File: config.mk
export PLATFORM = sky130hd
export DESIGN_NAME = emmc_traffic_gen
export DESIGN_NICKNAME = d
export VERILOG_FILES = /design/src/rtl/emmc_traffic_gen_pkg.sv /design/src/rtl/emmc_traffic_gen_pattern_gen.sv /design/src/rtl/emmc_traffic_gen.sv
export SDC_FILE = /design/constraint.sdc
export NUM_CORES = 1
export LEC_CHECK = 0
export BUFFER_PORTS_ARGS = -buffer_cell sky130_fd_sc_hd__buf_2
export CAP_MARGIN = 10
export CELL_PAD_IN_SITES_DETAIL_PLACEMENT = 1
export CELL_PAD_IN_SITES_GLOBAL_PLACEMENT = 2
export CORE_ASPECT_RATIO = 1.2
export CORE_MARGIN = 1
export CORE_UTILIZATION = 35
export DETAILED_ROUTE_END_ITERATION = 16
export GPL_TIMING_DRIVEN = 1
export PLACE_DENSITY_LB_ADDON = 0.1
export SETUP_SLACK_MARGIN = 0.3
export SLEW_MARGIN = 0
export SYNTH_ARGS = -nofsm -noshare
export SYNTH_HDL_FRONTEND = slang
export SYNTH_SLANG_ARGS = --single-unit
File: constraint.sdc
create_clock -name clk_core -period 5.5 [get_ports clk_core]
set_input_delay 0 -clock clk_core [delete_from_list [all_inputs] [get_ports clk_core]]
set_output_delay 0 -clock clk_core [all_outputs]
set_load 0.005 [all_outputs]
File: src/rtl/emmc_traffic_gen_pkg.sv
// emmc_tg_p: shared types and LFSR tap table for the eMMC traffic generator.
package emmc_tg_p;

   typedef enum logic [1:0] {PM_ALT, PM_INCR, PM_LFSR, PM_CONST} pattern_mode_e;

   typedef enum logic [2:0] {
      ST_IDLE, ST_WR_START, ST_WR_DATA, ST_GUARD, ST_RD_START, ST_RD_DATA, ST_DONE
   } tg_state_e;

   // Maximal-length Fibonacci tap masks; bit n-1 is the x^n term.
   function automatic logic [63:0] lfsr_taps(input int width);
      case (width)
         8:       return 64'hB8;
         16:      return 64'hB400;
         32:      return 64'h8020_0003;
         64:      return 64'hD800_0000_0000_0000;
         default: return 64'h3 << (width - 2);
      endcase
   endfunction

endpackage

File: src/rtl/emmc_traffic_gen_pattern_gen.sv
// emmc_pattern_gen: seeded word generator; the write source and read checker use
// identical instances, so their sequences match by construction.
module emmc_pattern_gen
   import emmc_tg_p::*;
#(
   parameter int          DATA_W = 16,
   parameter logic [63:0] SEED   = 64'h5555
) (
   input  logic              clk_core,
   input  logic              rst_manual,
   input  logic              load_i,
   input  logic              adv_i,
   input  pattern_mode_e     mode_i,
   output logic [DATA_W-1:0] word_o
);

   localparam logic [DATA_W-1:0] SEED_W = SEED[DATA_W-1:0];
   localparam logic [63:0]       TAPS64 = lfsr_taps(DATA_W);
   localparam logic [DATA_W-1:0] TAPS   = TAPS64[DATA_W-1:0];

   logic [DATA_W-1:0] word_q, word_d, next_w;

   always_comb begin
      next_w = mode_i == PM_ALT  ? ~word_q :
               mode_i == PM_INCR ? word_q + DATA_W'(1) :
               mode_i == PM_LFSR ? {word_q[DATA_W-2:0], ^(word_q & TAPS)} : word_q;
      // An all-zero LFSR state would lock up, so the seed is forced to 1.
      word_d = load_i ? ((mode_i == PM_LFSR && SEED_W == '0) ? DATA_W'(1) : SEED_W) :
               adv_i  ? next_w : word_q;
   end

   always_ff @(posedge clk_core or posedge rst_manual)
      if (rst_manual) word_q <= SEED_W;
      else            word_q <= word_d;

   assign word_o = word_q;

endmodule

File: src/rtl/emmc_traffic_gen.sv
// emmc_traffic_gen: writes blk_cnt blocks of a pattern to emmc_sm, reads them back
// and checks every word, reporting pass/fail, error count, first error and timeout.
module emmc_traffic_gen
   import emmc_tg_p::*;
#(
   parameter int          DATA_W      = 16,
   parameter int          BLK_BYTES   = 512,
   parameter int          BLK_W       = 16,
   parameter logic [63:0] SEED        = 64'h5555,
   parameter int          GUARD_CYC   = 1024,
   parameter int          TIMEOUT_CYC = 2**20,
   parameter int          ERR_W       = 16,
   localparam int         WPB         = BLK_BYTES * 8 / DATA_W,
   localparam int         WC_W        = BLK_W + $clog2(WPB)
) (
   input  logic              clk_core,
   input  logic              rst_manual,
   input  logic              run_i,
   input  logic              abort_i,
   input  logic [1:0]        mode_i,
   input  logic [BLK_W-1:0]  blk_cnt_i,
   output logic              sm_we_o,
   output logic              sm_start_o,
   output logic [BLK_W-1:0]  sm_blk_cnt_o,
   output logic [DATA_W-1:0] sm_dat_o,
   input  logic              sm_ready_i,
   input  logic [DATA_W-1:0] sm_dat_i,
   input  logic              sm_dvalid_i,
   output logic              busy_o,
   output logic              done_o,
   output logic              pass_o,
   output logic              timeout_o,
   output logic [ERR_W-1:0]  err_cnt_o,
   output logic [WC_W-1:0]   first_err_o
);

   localparam int WD_W = $clog2(TIMEOUT_CYC + 1);
   localparam int GD_W = $clog2(GUARD_CYC + 1);

   tg_state_e         state_q, state_d;
   pattern_mode_e     mode_q, mode_d, gen_mode;
   logic [BLK_W-1:0]  blk_q, blk_d;
   logic [WC_W-1:0]   wcnt_q, wcnt_d, first_err_q, first_err_d, total;
   logic [WD_W-1:0]   wd_q, wd_d;
   logic [GD_W-1:0]   gd_q, gd_d;
   logic [ERR_W-1:0]  err_q, err_d;
   logic              tout_q, tout_d;
   logic              load, start, wr_adv, rd_adv, last, xfer, expire, mism;
   logic [DATA_W-1:0] exp_w;

   always_comb begin
      total    = WC_W'(blk_q) * WC_W'(WPB);
      load     = (state_q == ST_IDLE || state_q == ST_DONE) && run_i && !abort_i;
      start    = state_q == ST_WR_START || state_q == ST_RD_START;
      wr_adv   = state_q == ST_WR_DATA && sm_ready_i;
      rd_adv   = state_q == ST_RD_DATA && sm_dvalid_i;
      xfer     = state_q == ST_WR_DATA || state_q == ST_RD_DATA;
      last     = wcnt_q == total - WC_W'(1);
      // A word accepted in the expiry cycle counts as progress, so the accept wins.
      expire   = xfer && !wr_adv && !rd_adv && wd_q == WD_W'(TIMEOUT_CYC - 1);
      mism     = rd_adv && sm_dat_i != exp_w;
      gen_mode = load ? pattern_mode_e'(mode_i) : mode_q;
      mode_d   = gen_mode;
      blk_d    = load ? blk_cnt_i : blk_q;
      wcnt_d   = start ? '0 : (wr_adv || rd_adv) ? wcnt_q + WC_W'(1) : wcnt_q;
      wd_d     = (start || wr_adv || rd_adv) ? '0 : xfer ? wd_q + WD_W'(1) : wd_q;
      gd_d     = state_q == ST_GUARD ? gd_q + GD_W'(1) : '0;
      err_d    = load ? '0 : (mism && !(&err_q)) ? err_q + ERR_W'(1) : err_q;
      first_err_d = load ? '0 : (mism && err_q == '0) ? wcnt_q : first_err_q;
      tout_d   = load ? 1'b0 : (expire && !abort_i) ? 1'b1 : tout_q;
      state_d  = state_q;
      if (abort_i) state_d = ST_IDLE;
      else
         case (state_q)
            ST_IDLE, ST_DONE: if (run_i) state_d = blk_cnt_i == '0 ? ST_DONE : ST_WR_START;
            ST_WR_START:      state_d = ST_WR_DATA;
            ST_WR_DATA:       state_d = (wr_adv && last) ? ST_GUARD : expire ? ST_DONE : state_q;
            ST_GUARD:         state_d = gd_q == GD_W'(GUARD_CYC - 1) ? ST_RD_START : state_q;
            ST_RD_START:      state_d = ST_RD_DATA;
            ST_RD_DATA:       state_d = ((rd_adv && last) || expire) ? ST_DONE : state_q;
            default:          state_d = ST_IDLE;
         endcase
   end

   always_ff @(posedge clk_core or posedge rst_manual)
      if (rst_manual) begin
         state_q     <= ST_IDLE;
         mode_q      <= PM_ALT;
         blk_q       <= '0;
         wcnt_q      <= '0;
         wd_q        <= '0;
         gd_q        <= '0;
         err_q       <= '0;
         first_err_q <= '0;
         tout_q      <= 1'b0;
      end else begin
         state_q     <= state_d;
         mode_q      <= mode_d;
         blk_q       <= blk_d;
         wcnt_q      <= wcnt_d;
         wd_q        <= wd_d;
         gd_q        <= gd_d;
         err_q       <= err_d;
         first_err_q <= first_err_d;
         tout_q      <= tout_d;
      end

   emmc_pattern_gen #(.DATA_W(DATA_W), .SEED(SEED)) u_wr_gen (
      .clk_core(clk_core), .rst_manual(rst_manual), .load_i(load), .adv_i(wr_adv),
      .mode_i(gen_mode), .word_o(sm_dat_o)
   );

   emmc_pattern_gen #(.DATA_W(DATA_W), .SEED(SEED)) u_rd_gen (
      .clk_core(clk_core), .rst_manual(rst_manual), .load_i(load), .adv_i(rd_adv),
      .mode_i(gen_mode), .word_o(exp_w)
   );

   assign sm_start_o   = start && !abort_i;
   assign sm_we_o      = (state_q == ST_WR_START || state_q == ST_WR_DATA) && !abort_i;
   assign sm_blk_cnt_o = blk_q;
   assign busy_o       = !(state_q == ST_IDLE || state_q == ST_DONE);
   assign done_o       = state_q == ST_DONE;
   assign pass_o       = done_o && err_q == '0 && !tout_q;
   assign timeout_o    = tout_q;
   assign err_cnt_o    = err_q;
   assign first_err_o  = first_err_q;

endmodule

==> flow_summary.ini <==
[outcome]
status = complete, no violations

[timing]
min_period_ps = 4020
slew_viol_final = 0
finalSetupViolations = 0
fin_crit_sh_pct = 73.2
hold_violations = 0
fin_skew_ps = 9.31
clock.fmax_mhz = 248
rsz0062_at_grt = no
fin_setup_tns_ps = 0
relSlewSlack_pct = 23.3
worst_slew_pin_slew_ps = 1150

[synth]
yosys_most_used_dff = dfrtp_1
synth_top_cell_by_area = dfrtp_1
postSynth.asyncResetShare_pct = 100
postSynthRegisterBits = 150
syn_area_per_cell_sq_um = 8.64
syn-cell-area_sq_um = 8590
yosysSeqAreaShare_pct = 44.0
syn_nets = 1044
synth_cell_type_count = 74
ys_warn_count = 0
synth_top_family_by_area = simple AND/OR/NAND/NOR gates
synth_top_area_share_pct = 39.1
synth_mux_area_share_pct = 1.28
syn_inst = 994
synth_fa_ha_area_share_pct = 1.46
synth_compound_gate_area_share_pct = 14.9
synth_edf_count = 0
synth_area_leaders = dfrtp_1 (39%), nand2_1 (7.0%), xor2_1 (6.0%)
synth-simple-area-share_pct = 25.1
synth-xor-area-share_pct = 9.69

[finish]
drive_above_1_share_pct = 17.6
area_delta_synth_final_pct = 18.8
final_cell_mix = nand2_1 (159), dfrtp_1 (134), nor2_1 (119), buf_2 (117), xor2_1 (59)
finalNetCount = 1150
final_common_cell = nand2_1

[clock_tree]
htree_levels = 4
cts_post_setup_buffers_inserted = 0
ctsLongestPathBuffers = 2
clock-root-buffer = clkbuf_16
cts_tree = yes
clock_sinks = 150
cts_buffers = 17
clock_latency_ps = 430
clkSlewWorstSetupHoldPaths_ps = 70

[floorplanning]
dieArea_sq_um = 25200
start_util_pct = 35.8
rows = 62
pin_count = 118
die_w_um = 145
chipHeight_um = 174
fp.coreArea_sq_um = 24000

[placement]
dpl.hpwl_um = 17500
gp_congestion = 0.780
io_buffers = 117

[global_route]
overflow = 0
grt_pass1_wl_um = 41700
track_usage_pct = 20.7
grt_antenna_before_repair = 1
grt_max_degree = 86
grt_pass1_vias = 7665

[route]
wl_per_cell_um = 17.5
drc = 0
post_drt_via_cell_ratio = 5.27
drt_iter0_drc = 272
final_antenna_net_count = 0
dr.pass1.iters = 5
via_count = 7555
routed_wl_um = 25100

[setup_path]
r2r_cells = 11
critical_path_required_ps = 5820
reg2reg_to = u_wr_gen.word_o[13]$_DFFE_PP0P_
cp_num_buf_inv = 3
path_depth = 11
crit_type = register to register
crit_start = state_q[1]$_DFFE_PP0P_
crit-reg2reg-launch = state_q[1]$_DFFE_PP0P_
critPathCaptureType = register
ff2ff_setup_slack_ps = 1480
cpPeakStageDelay_ps = 770
endpoint = u_wr_gen.word_o[13]$_DFFE_PP0P_
critical_path.slowest_cell = dfrtp_1
cp_data_arrival_time_ps = 4350
startpoint_type = register
path_max_fanout = 55
path_cells = nor2b_1 -> or3_1 -> nor3b_4 -> buf_4 -> mux2i_2 -> buf_4 -> inv_2 -> nand2_1 -> o21ai_1 -> a22o_1 -> a22o_1
critPathTopFamily = simple AND/OR/NAND/NOR gates

[worst_hold_path]
hold_class = input pin to register

[flow_run]
cap_violations = 0

[pwr]
power.leakage_nw = 4.55
total_power_mw = 4.38
power_density_nw_per_um2 = 430
peakVddDrop_v = 0.000220
-- per-stage QoR --
stage / cells / setup slack, ps / utilization, % / area [sq um] / hold WS (ps)
after global routing: 1434 / 1200 / 42.6 / 10200 / 179
after detailed placement: 1383 / 1490 / 39.3 / 9410 / 216
after floorplan: 994 / 1490 / - / 8590 / 34.2
after global placement: 1383 / 1520 / 39.3 / 9410 / 215
after CTS: 1433 / 1460 / 42.5 / 10200 / 101
final: 1434 / 1480 / 42.6 / 10200 / 129
-- final cells by class --
class                      instances  area [sq um]
antenna                            1          2.50
clock buffer                      20           457
clock inverter                    12           151
fill                            2891         13800
inverter                          20          80.1
multi-input combinational        768          4510
sequential                       150          3770
tap                              320           400
timing repair buffer             143           826
-- worst register-to-register path: stages, from the launching register on --
cell and delay, ps:
dfrtp_1 770, nor2b_1 130, or3_1 470, nor3b_4 260, buf_4 560, mux2i_2 280, buf_4 320, inv_2 170
nand2_1 440, o21ai_1 140, a22o_1 210, a22o_1 170
-- state kept, by name (all words and copies together), names as in the netlist --
signal / flops
first_err_o: 24
wcnt_q: 24
wd_q: 21
err_cnt_o: 16
sm_blk_cnt_o: 16
u_rd_gen.word_o: 16
u_wr_gen.word_o: 16
gd_q: 11
state_q: 3
mode_q: 2
timeout_o: 1
-- worst min path at each step --
stage / from / endpoint / slack (ps) / depth (start not counted)
floorplan: abort_i / sm_start_o / 30 / 1
global placement: blk_cnt_i[8] / sm_blk_cnt_o[8]$_DFFE_PP0P_ / 210 / 3
detailed placement: blk_cnt_i[8] / sm_blk_cnt_o[8]$_DFFE_PP0P_ / 220 / 3
CTS: sm_ready_i / state_q[2]$_DFFE_PP0P_ / 100 / 4
global route: sm_ready_i / state_q[2]$_DFFE_PP0P_ / 180 / 4
finish: sm_ready_i / state_q[2]$_DFFE_PP0P_ / 130 / 4
-- cell usage after synthesis, types with 6 or more instances --
| library cell | instances |
|---|---|
| a21oi_1 | 44 |
| a31oi_1 | 7 |
| and2_1 | 6 |
| and3_1 | 21 |
| and4_1 | 7 |
| buf_2 | 8 |
| clkbuf_1 | 42 |
| dfrtp_1 | 134 |
| dfstp_2 | 16 |
| ha_1 | 10 |
| inv_1 | 18 |
| nand2_1 | 159 |
| nand3_1 | 33 |
| nand4_1 | 17 |
| nor2_1 | 120 |
| nor2b_1 | 7 |
| nor3_1 | 16 |
| nor4_1 | 17 |
| o211ai_1 | 9 |
| o21ai_0 | 56 |
| o21ai_1 | 21 |
| or3_1 | 16 |
| xnor2_1 | 36 |
| xor2_1 | 59 |
-- power breakdown --
group / switching (mW) / internal, mW / total, mW / leakage [nW]
Sequential: 0.360 / 1.29 / 1.65 / 2.00
Combinational: 0.903 / 0.614 / 1.52 / 2.26
Clock: 0.480 / 0.736 / 1.22 / 0.284
Total: 1.74 / 2.64 / 4.38 / 4.55
-- cell families after synthesis --
group / after synthesis
AOI/OAI and AO/OA: 203
xor gates and xnor gates: 95
adders and majority gates: 10
buffers and inverters: 76
DFF: 150
muxes: 10
and+or+nand+nor: 450
-- routing by layer --
metal  vias up  GRT usage, %  routed length, um  part of all wire (%)
met5         -             0                  0                     0
met1      3743          27.0              11900                    47
li1       3689             -                  -                     -
met4         0          5.98                325                   1.3
met3        25          3.42                593                   2.4
met2        98          35.0              12300                    49
-- timing repair --
action	4_1_cts	5_1_grt
endpoints found under the hold margin	96	0
resized for setup	0	0
hold buffers	18	0
endpoints found under the setup margin	0	0
Note: power is estimated with default switching activity, not from simulation.
